==> config.mk <==
export PLATFORM = sky130hd
export DESIGN_NAME = ctrl_pipeline
export DESIGN_NICKNAME = d
export VERILOG_FILES = /design/src/rtl/ctrl_pkg.sv /design/src/rtl/hazard_unit.sv /design/src/rtl/ctrl_pipeline.sv
export SDC_FILE = /design/constraint.sdc
export NUM_CORES = 1
export LEC_CHECK = 0
export BUFFER_PORTS_ARGS = -buffer_cell sky130_fd_sc_hd__buf_2
export CORE_MARGIN = 5
export CORE_UTILIZATION = 40
export DETAILED_ROUTE_END_ITERATION = 10
export SYNTH_ARGS = -nofsm -noshare
export SYNTH_HDL_FRONTEND = slang
export SYNTH_SLANG_ARGS = --single-unit
==> constraint.sdc <==
create_clock -name clk -period 3.62 [get_ports clk]
set_input_delay 0.181 -clock clk [delete_from_list [all_inputs] [get_ports clk]]
set_output_delay 0.181 -clock clk [all_outputs]
set_load 0.03 [all_outputs]
==> src/rtl/ctrl_pkg.sv <==
// rtl/ctrl_pkg.sv - shared control-bundle types and constants for the ID..WB control pipe
package ctrl_pkg;

  localparam logic [6:0] LW     = 7'b0000011;
  localparam logic [6:0] SW     = 7'b0100011;
  localparam logic [6:0] R_type = 7'b0110011;
  localparam logic [6:0] BEQ    = 7'b1100011;
  localparam logic [6:0] ADDI   = 7'b0010011;

  localparam logic [1:0] ALUOP_ADD   = 2'b00;
  localparam logic [1:0] ALUOP_SUB   = 2'b01;
  localparam logic [1:0] ALUOP_FUNCT = 2'b10;

  typedef struct packed {
    logic [1:0] ALUOp;
    logic       ALUSrc;
    logic       branch;
    logic       mem_read;
    logic       mem_write;
    logic       reg_write;
    logic       mem_to_reg;
  } ctrl_bundle_t;

  localparam ctrl_bundle_t CTRL_BUBBLE = '0;

endpackage

==> src/rtl/hazard_unit.sv <==
// rtl/hazard_unit.sv - load-use stall and taken-branch flush detection
module hazard_unit #(
  parameter int REG_ADDR_W = 5
) (
  input  logic                  ex_valid,
  input  logic                  ex_branch,
  input  logic                  ex_mem_read,
  input  logic                  ex_zero,
  input  logic [REG_ADDR_W-1:0] ex_rd,
  input  logic                  id_valid,
  input  logic [REG_ADDR_W-1:0] id_rs1,
  input  logic [REG_ADDR_W-1:0] id_rs2,
  input  logic                  id_uses_rs2,
  output logic                  taken,
  output logic                  stall,
  output logic                  flush_ifid
);

  logic rs_match;

  assign taken      = ex_valid & ex_branch & ex_zero;
  assign rs_match   = (ex_rd == id_rs1) | (id_uses_rs2 & (ex_rd == id_rs2));
  // A taken branch discards the ID instruction, so there is nothing left to stall for.
  assign stall      = ~taken & ex_valid & ex_mem_read & (ex_rd != '0) & id_valid & rs_match;
  assign flush_ifid = taken;

endmodule

==> src/rtl/ctrl_pipeline.sv <==
// rtl/ctrl_pipeline.sv - ID/EX, EX/MEM, MEM/WB control registers with hazard handling and event counters
module ctrl_pipeline
  import ctrl_pkg::*;
#(
  parameter int REG_ADDR_W = 5,
  parameter int CNT_W      = 16
) (
  input  logic                  clk,
  input  logic                  rst_n,
  input  logic                  id_valid,
  input  logic [1:0]            id_ALUOp,
  input  logic                  id_ALUSrc,
  input  logic                  id_branch,
  input  logic                  id_mem_read,
  input  logic                  id_mem_write,
  input  logic                  id_reg_write,
  input  logic                  id_mem_to_reg,
  input  logic [REG_ADDR_W-1:0] id_rd,
  input  logic [REG_ADDR_W-1:0] id_rs1,
  input  logic [REG_ADDR_W-1:0] id_rs2,
  input  logic                  id_uses_rs2,
  input  logic                  ex_zero,
  output logic [1:0]            ex_ALUOp,
  output logic                  ex_ALUSrc,
  output logic                  ex_branch,
  output logic [REG_ADDR_W-1:0] ex_rd,
  output logic                  mem_mem_read,
  output logic                  mem_mem_write,
  output logic [REG_ADDR_W-1:0] mem_rd,
  output logic                  wb_reg_write,
  output logic                  wb_mem_to_reg,
  output logic [REG_ADDR_W-1:0] wb_rd,
  output logic                  stall,
  output logic                  flush_ifid,
  output logic [CNT_W-1:0]      stall_cnt,
  output logic [CNT_W-1:0]      flush_cnt
);

  ctrl_bundle_t          idex_ctrl_d, idex_ctrl_q;
  logic                  idex_valid_d, idex_valid_q;
  logic [REG_ADDR_W-1:0] idex_rd_d, idex_rd_q;

  logic                  exmem_valid_q, exmem_mem_read_q, exmem_mem_write_q;
  logic                  exmem_reg_write_q, exmem_mem_to_reg_q;
  logic [REG_ADDR_W-1:0] exmem_rd_q;

  logic                  memwb_valid_q, memwb_reg_write_q, memwb_mem_to_reg_q;
  logic [REG_ADDR_W-1:0] memwb_rd_q;

  logic [CNT_W-1:0]      stall_cnt_d, stall_cnt_q, flush_cnt_d, flush_cnt_q;
  logic                  taken;

  hazard_unit #(.REG_ADDR_W(REG_ADDR_W)) u_hazard (
    .ex_valid    (idex_valid_q),
    .ex_branch   (idex_ctrl_q.branch),
    .ex_mem_read (idex_ctrl_q.mem_read),
    .ex_zero     (ex_zero),
    .ex_rd       (idex_rd_q),
    .id_valid    (id_valid),
    .id_rs1      (id_rs1),
    .id_rs2      (id_rs2),
    .id_uses_rs2 (id_uses_rs2),
    .taken       (taken),
    .stall       (stall),
    .flush_ifid  (flush_ifid)
  );

  always_comb begin
    idex_valid_d = 1'b0;
    idex_ctrl_d  = CTRL_BUBBLE;
    idex_rd_d    = '0;
    if (id_valid && !stall && !taken) begin
      idex_valid_d = 1'b1;
      idex_rd_d    = id_rd;
      // Stores and branches leave mem_to_reg undefined; pin it so WB never sees junk.
      idex_ctrl_d  = '{ALUOp: id_ALUOp, ALUSrc: id_ALUSrc, branch: id_branch,
                       mem_read: id_mem_read, mem_write: id_mem_write,
                       reg_write: id_reg_write, mem_to_reg: id_mem_to_reg & id_reg_write};
    end
    stall_cnt_d = stall_cnt_q;
    flush_cnt_d = flush_cnt_q;
    if (stall && (stall_cnt_q != '1)) stall_cnt_d = stall_cnt_q + CNT_W'(1);
    if (taken && (flush_cnt_q != '1)) flush_cnt_d = flush_cnt_q + CNT_W'(1);
  end

  always_ff @(posedge clk or negedge rst_n) begin
    if (!rst_n) begin
      idex_valid_q       <= 1'b0;
      idex_ctrl_q        <= CTRL_BUBBLE;
      idex_rd_q          <= '0;
      exmem_valid_q      <= 1'b0;
      exmem_mem_read_q   <= 1'b0;
      exmem_mem_write_q  <= 1'b0;
      exmem_reg_write_q  <= 1'b0;
      exmem_mem_to_reg_q <= 1'b0;
      exmem_rd_q         <= '0;
      memwb_valid_q      <= 1'b0;
      memwb_reg_write_q  <= 1'b0;
      memwb_mem_to_reg_q <= 1'b0;
      memwb_rd_q         <= '0;
      stall_cnt_q        <= '0;
      flush_cnt_q        <= '0;
    end else begin
      idex_valid_q       <= idex_valid_d;
      idex_ctrl_q        <= idex_ctrl_d;
      idex_rd_q          <= idex_rd_d;
      exmem_valid_q      <= idex_valid_q;
      exmem_mem_read_q   <= idex_ctrl_q.mem_read;
      exmem_mem_write_q  <= idex_ctrl_q.mem_write;
      exmem_reg_write_q  <= idex_ctrl_q.reg_write;
      exmem_mem_to_reg_q <= idex_ctrl_q.mem_to_reg;
      exmem_rd_q         <= idex_rd_q;
      memwb_valid_q      <= exmem_valid_q;
      memwb_reg_write_q  <= exmem_reg_write_q;
      memwb_mem_to_reg_q <= exmem_mem_to_reg_q;
      memwb_rd_q         <= exmem_rd_q;
      stall_cnt_q        <= stall_cnt_d;
      flush_cnt_q        <= flush_cnt_d;
    end
  end

  assign ex_ALUOp      = idex_ctrl_q.ALUOp & {2{idex_valid_q}};
  assign ex_ALUSrc     = idex_ctrl_q.ALUSrc & idex_valid_q;
  assign ex_branch     = idex_ctrl_q.branch & idex_valid_q;
  assign ex_rd         = idex_rd_q & {REG_ADDR_W{idex_valid_q}};
  assign mem_mem_read  = exmem_mem_read_q & exmem_valid_q;
  assign mem_mem_write = exmem_mem_write_q & exmem_valid_q;
  assign mem_rd        = exmem_rd_q & {REG_ADDR_W{exmem_valid_q}};
  assign wb_reg_write  = memwb_reg_write_q & memwb_valid_q;
  assign wb_mem_to_reg = memwb_mem_to_reg_q & memwb_valid_q;
  assign wb_rd         = memwb_rd_q & {REG_ADDR_W{memwb_valid_q}};
  assign stall_cnt     = stall_cnt_q;
  assign flush_cnt     = flush_cnt_q;

endmodule

# Word level (Yosys, flattened, before mapping)
# Cells that the tools add are included.
[totals] regBits=64 out_inout_bits=57
[op_classes] add_sub_neg=2 n_eq_ne=4 mux=3 n_bitwise=20 n_reduce_logical=7
[ops] operator="adder 16 x 1 -> 16 bit, second input constant" n=2
[ops] operator="inequality test 16 bit, second input constant" n=2
[ops] operator="AND 5 bit" n=3
[ops] operator="AND 1 bit" n=14
[ops] operator="== test 5 bit" n=2
[ops] operator="two-way mux 8 bit" n=1
[ops] operator="two-way mux 5 bit" n=1
[ops] operator="nonzero test 5 bit" n=1
[ops] operator="logical AND 1 bit" n=4
[ops] operator="AND 2 bit" n=1
[ops] operator="zero test 1 bit" n=2
[ops] operator="two-way mux 1 bit" n=1
[ops] operator="inverter 1 bit" n=1
[ops] operator="OR 1 bit" n=1

# Logic depth before layout (Yosys ltp)
[logic_depth] ltp_word=12 ltp_mapped=7 mapped_depth_nobuf=7

# By module
# From an unflattened synthesis, not the netlist that was laid out.
[unflattened] cells_unflattened=238 area_unflattened_um2=2768.9
[by_module_without_submodules] mod="ctrl_pipeline" instances=1 cells_per_inst=217 area_per_inst_um2=2612.5 seq_area_each_um2=1601.5
[by_module_without_submodules] mod="hazard_unit" instances=1 cells_per_inst=21 area_per_inst_um2=156.4 seq_area_each_um2=0.0

# Worst setup path after synthesis
# No wires, ideal clock.
[synth_path] kind="reg-to-reg" start="register stall_cnt_q[0], in the netlist stall_cnt[0]" end="register stall_cnt_q[1], in the netlist stall_cnt[1]" t_arrival_ps=1806 required_time_ps=3495 path_slack_ps=1689 path_stages_with_launch=7 n_path_buf=0 path_cell_list="dfrtp_1 -> ha_1 -> nand3_1 -> nor4_1 -> a21oi_2 -> nand2_1 -> mux2_2"
[synth_via] elab_chain_cells=2 elab_cells_between_ends=3 classes_between="1 x add/sub; 1 x eq/ne; 1 x reduce/logical"
[synth_rtl] item="start: declaration" line="ctrl_pipeline.sv:50" text="logic [CNT_W-1:0] stall_cnt_d, stall_cnt_q, flush_cnt_d, flush_cnt_q;"
[synth_rtl] item="start signal: assignment" line="ctrl_pipeline.sv:117" text="stall_cnt_q <= stall_cnt_d;"
[synth_rtl] item="parallel branches: the longest is 2 deep, another holds adder 16 x 1 -> 16 bit"
# Several ways; the timed one is not identified.
# A chain may end at the register's enable or synchronous reset.

# Worst setup path in the final report
[layout_path] start="register idex_rd_q[4]" end="output stall"
[layout_via] elab_chain_cells=4 elab_cells_between_ends=8 classes_between="2 x eq/ne; 5 x bitwise; 1 x reduce/logical"
[layout_rtl] item="start: declaration" line="ctrl_pipeline.sv:41" text="logic [REG_ADDR_W-1:0] idex_rd_d, idex_rd_q;"
[layout_rtl] item="start signal: assignment" line="ctrl_pipeline.sv:106" text="idex_rd_q <= idex_rd_d;"
[layout_rtl] item="== test 5 bit or nonzero test 5 bit (tied branches)" line="hazard_unit.sv:22, hazard_unit.sv:24"
[layout_rtl] item="AND 1 bit (on tied branches)" line="hazard_unit.sv:22, hazard_unit.sv:24"
[layout_rtl] item="OR 1 bit or AND 1 bit (tied branches)" line="hazard_unit.sv:22, hazard_unit.sv:24"
[layout_rtl] item="AND 1 bit (*)" line="hazard_unit.sv:24" text="assign stall = ~taken & ex_valid & ex_mem_read & (ex_rd != '0) & id_valid & rs_match;"
[layout_rtl] item="end: declaration" line="ctrl_pipeline.sv:33" text="output logic stall,"
# Every way passes the cells marked *; elsewhere a longest branch is shown, timed or not.

==> reports/qor.yml <==
grt:
  grt_pass1_wl_mm: 10.3
  grt_max_degree: 41
  grt_overflow: 0
  grt_pass1_vias: 2022
  grtUsageTotal_pct: 15.4
  antenna_found_initial: 0
final_layout:
  multi_input_area_sq_mm: 0.00112
  antennaDiodeCount: 0
  drive_above_1_share_pct: 37.5
  ff_latch_area_sq_mm: 0.00160
  syn2layout_area_growth_pct: 26.7
  num-fill-cells: 634
  nNetsFinal: 356
timing:
  worst_slew_pin_slew_ns: 0.891
  relSlewSlack_pct: 40.6
  final.period_utilization_pct: 64.0
  setup_tns_ns: 0
  setup_ws_ns: 1.30
  rsz0062_at_grt: "false"
  fmax_mhz: 432
  skew_ns: 0.00661
  finalSetupViolCount: 0
  slew_violations: 0
  finalHoldViolCount: 0
  period_minus_slack_ns: 2.32
setup_path:
  crit_family: "compound AO/OA/AOI/OAI gates"
  worstSetupEndpointType: "output port"
  critPathKind: "reg2out"
  critPathSlowestCell: "o22ai_2"
  cp-start-kind: "flip-flop"
  slowest_delay_ns: 0.58
  crit_required_ns: 3.44
  cp_max_fo: 17
  worstPathCellList: "xnor2_1 -> nand4_1 -> o22ai_2 -> and2_2 -> buf_2"
  path_buf_inv: 1
  critPathArrivalTime_ns: 2.14
synth:
  synth-simple-area-share_pct: 22.5
  synth_cell_type_count: 35
  synth_nets: 263
  synthArstFlopShare_pct: 100
  synth_flop_cell: "dfrtp_1"
  synth_top_area_share_pct: 57.9
  yosysTopAreaCell: "dfrtp_1"
  yosysMostFrequentCell: "dfrtp_1"
  ys_top_cells_by_area: "dfrtp_1 (58%), xnor2_1 (10%), and2_1 (5.7%), and2_2 (3.5%), nand3_1 (3.1%)"
  synth_top_family_by_area: "simple AND/OR/NAND/NOR gates"
  synth_cells: 233
  synth-adder-area-share_pct: 0.904
  synth-compound-area-share_pct: 3.57
  muxShareOfSynthArea_pct: 1.54
  synth-xor-area-share_pct: 12.0
  netlist_area_sq_mm: 0.00277
  yosys-top-cells-count: "dfrtp_1 (64), xnor2_1 (33), and2_1 (25)"
  yosys_register_bits: 64
  avgSynthCellArea_sq_um: 11.9
  synth-edff-count: 0
  ys.warnings.count: 0
  ys_seq_area_share_pct: 57.9
die:
  initial_core_util_pct: 41.0
  die_x_um: 93.2
  core_sq_mm: 0.00676
  io_pins: 85
  dieArea_sq_mm: 0.00868
  fp-row-count: 30
  die_h_um: 93.2
clock_tree:
  clock-sinks: 64
  root_buffer: "clkbuf_8"
  cts-buffers-inserted: 9
  post_cts_resized: 0
  h-tree-depth: 3
  cts_tree: "yes"
  cts_max_path_buffers: 2
  clk_latency_ns: 0.33
  clkSlewWorstSetupHoldPaths_ns: 0.07
route:
  final_antenna_net_count: 0
  routedWlPerCell_um: 14.6
  vias_per_cell: 4.87
  dr.pass1.iters: 4
  drc: 0
  wl_mm: 5.99
  vias: 2000
  drt_iter0_drc: 53
status:
  status: "finished clean"
power_and_ir_drop:
  ir_drop_mv: 0.243
  power_uw: 1710
  powerDensity_mw_per_mm2: 487
  p_leak_uw: 0.00179
hold_path:
  hp-class: "in2reg"
placed_design:
  io_buffers: 84
  gp_congestion: 0.785
  dp_hpwl_mm: 4.59
  post-place-ws_ns: 1.59
flow_run:
  max_cap_violations: 0
## flip-flops by register name (all words and copies together) (netlist names), 5 cells and up
register	flops
memwb_rd_q	5
stall_cnt	16
exmem_rd_q	5
idex_rd_q	5
idex_ctrl_q	8
flush_cnt	16
## metrics by stage
stage	cell area, sq um	util, %	cells	hold WS, ns
2_1_floorplan	2770	-	233	-0.115
3_3_place_gp	3260	48.3	394	0.332
3_5_place_dp	3260	48.3	394	0.335
4_1_cts	3510	51.9	411	0.0497
5_1_grt	3510	51.9	411	0.0514
6_report	3510	51.9	411	0.0671
## worst paths after layout
path | from | endpoint | slack [ns] | cells after the start
min in group asynchronous | rst_n | flush_cnt[15] | 0.51 | 2
max reg2reg | stall_cnt[0] | stall_cnt[1] | 1.60 | 6
min | id_mem_write | idex_ctrl_q[2] | 0.07 | 2
max in group asynchronous | rst_n | memwb_rd_q[0] | 2.25 | 3
max | idex_rd_q[4] | stall | 1.30 | 5
min reg2reg | idex_ctrl_q[0] | exmem_mem_to_reg_q | 0.35 | 0
## layer usage
layer  share of wire [%]  GRT usage (%)  vias up
met1                  48           21.5      954
met4                 1.7           8.06        0
li1                    -              -      977
met2                  46           22.3       59
met5                   0              0        -
met3                 5.0           3.30       10
## report_power, final
part           internal [uW]  switching [uW]
Clock                    445             257
Sequential               756            39.2
Combinational           74.9             136
## cell type report
cell class,instances,share of cell area (%)
Clock buffer,14,4.93
Multi-Input combinational cell,162,32.0
Inverter,3,0.321
Clock inverter,2,1.71
Sequential cell,64,45.7
Timing Repair Buffer,86,12.5
Tap cell,80,2.86
## cells in the final DEF (no fill, tap or decap), types with 2 or more instances in the layout
| cell | Yosys | layout |
|---|---|---|
| clkbuf_8 | 0 | 12 |
| bufinv_16 | 0 | 2 |
| xor2_1 | 5 | 5 |
| nor2_1 | 5 | 5 |
| clkbuf_1 | 0 | 2 |
| nor3_1 | 2 | 2 |
| a21oi_1 | 3 | 3 |
| mux2_2 | 2 | 2 |
| nand4_1 | 10 | 10 |
| nand3_1 | 17 | 17 |
| nand2_1 | 17 | 17 |
| a31oi_1 | 2 | 2 |
| dfrtp_1 | 64 | 64 |
| ha_1 | 2 | 2 |
| and2_2 | 13 | 13 |
| mux2i_1 | 2 | 2 |
| and2_1 | 25 | 25 |
| and3_1 | 8 | 8 |
| buf_2 | 2 | 84 |
| inv_2 | 2 | 2 |
| and4_1 | 2 | 2 |
| xnor2_1 | 33 | 33 |
## logic make-up after synthesis
logic type               Yosys count
multiplexers                       4
adder cells (fa/ha/maj)            2
XOR/XNOR                          38
AO/OA/AOI/OAI                     11
flip-flops                        64
buffers and inverters              7
AND/OR/NAND/NOR                  107
## timing repair
action | CTS | global route
setup buffers | 0 | 0
endpoints found under the hold margin | 3 | 0
hold buffers | 1 | 0
(Power assumes the default switching activity.)
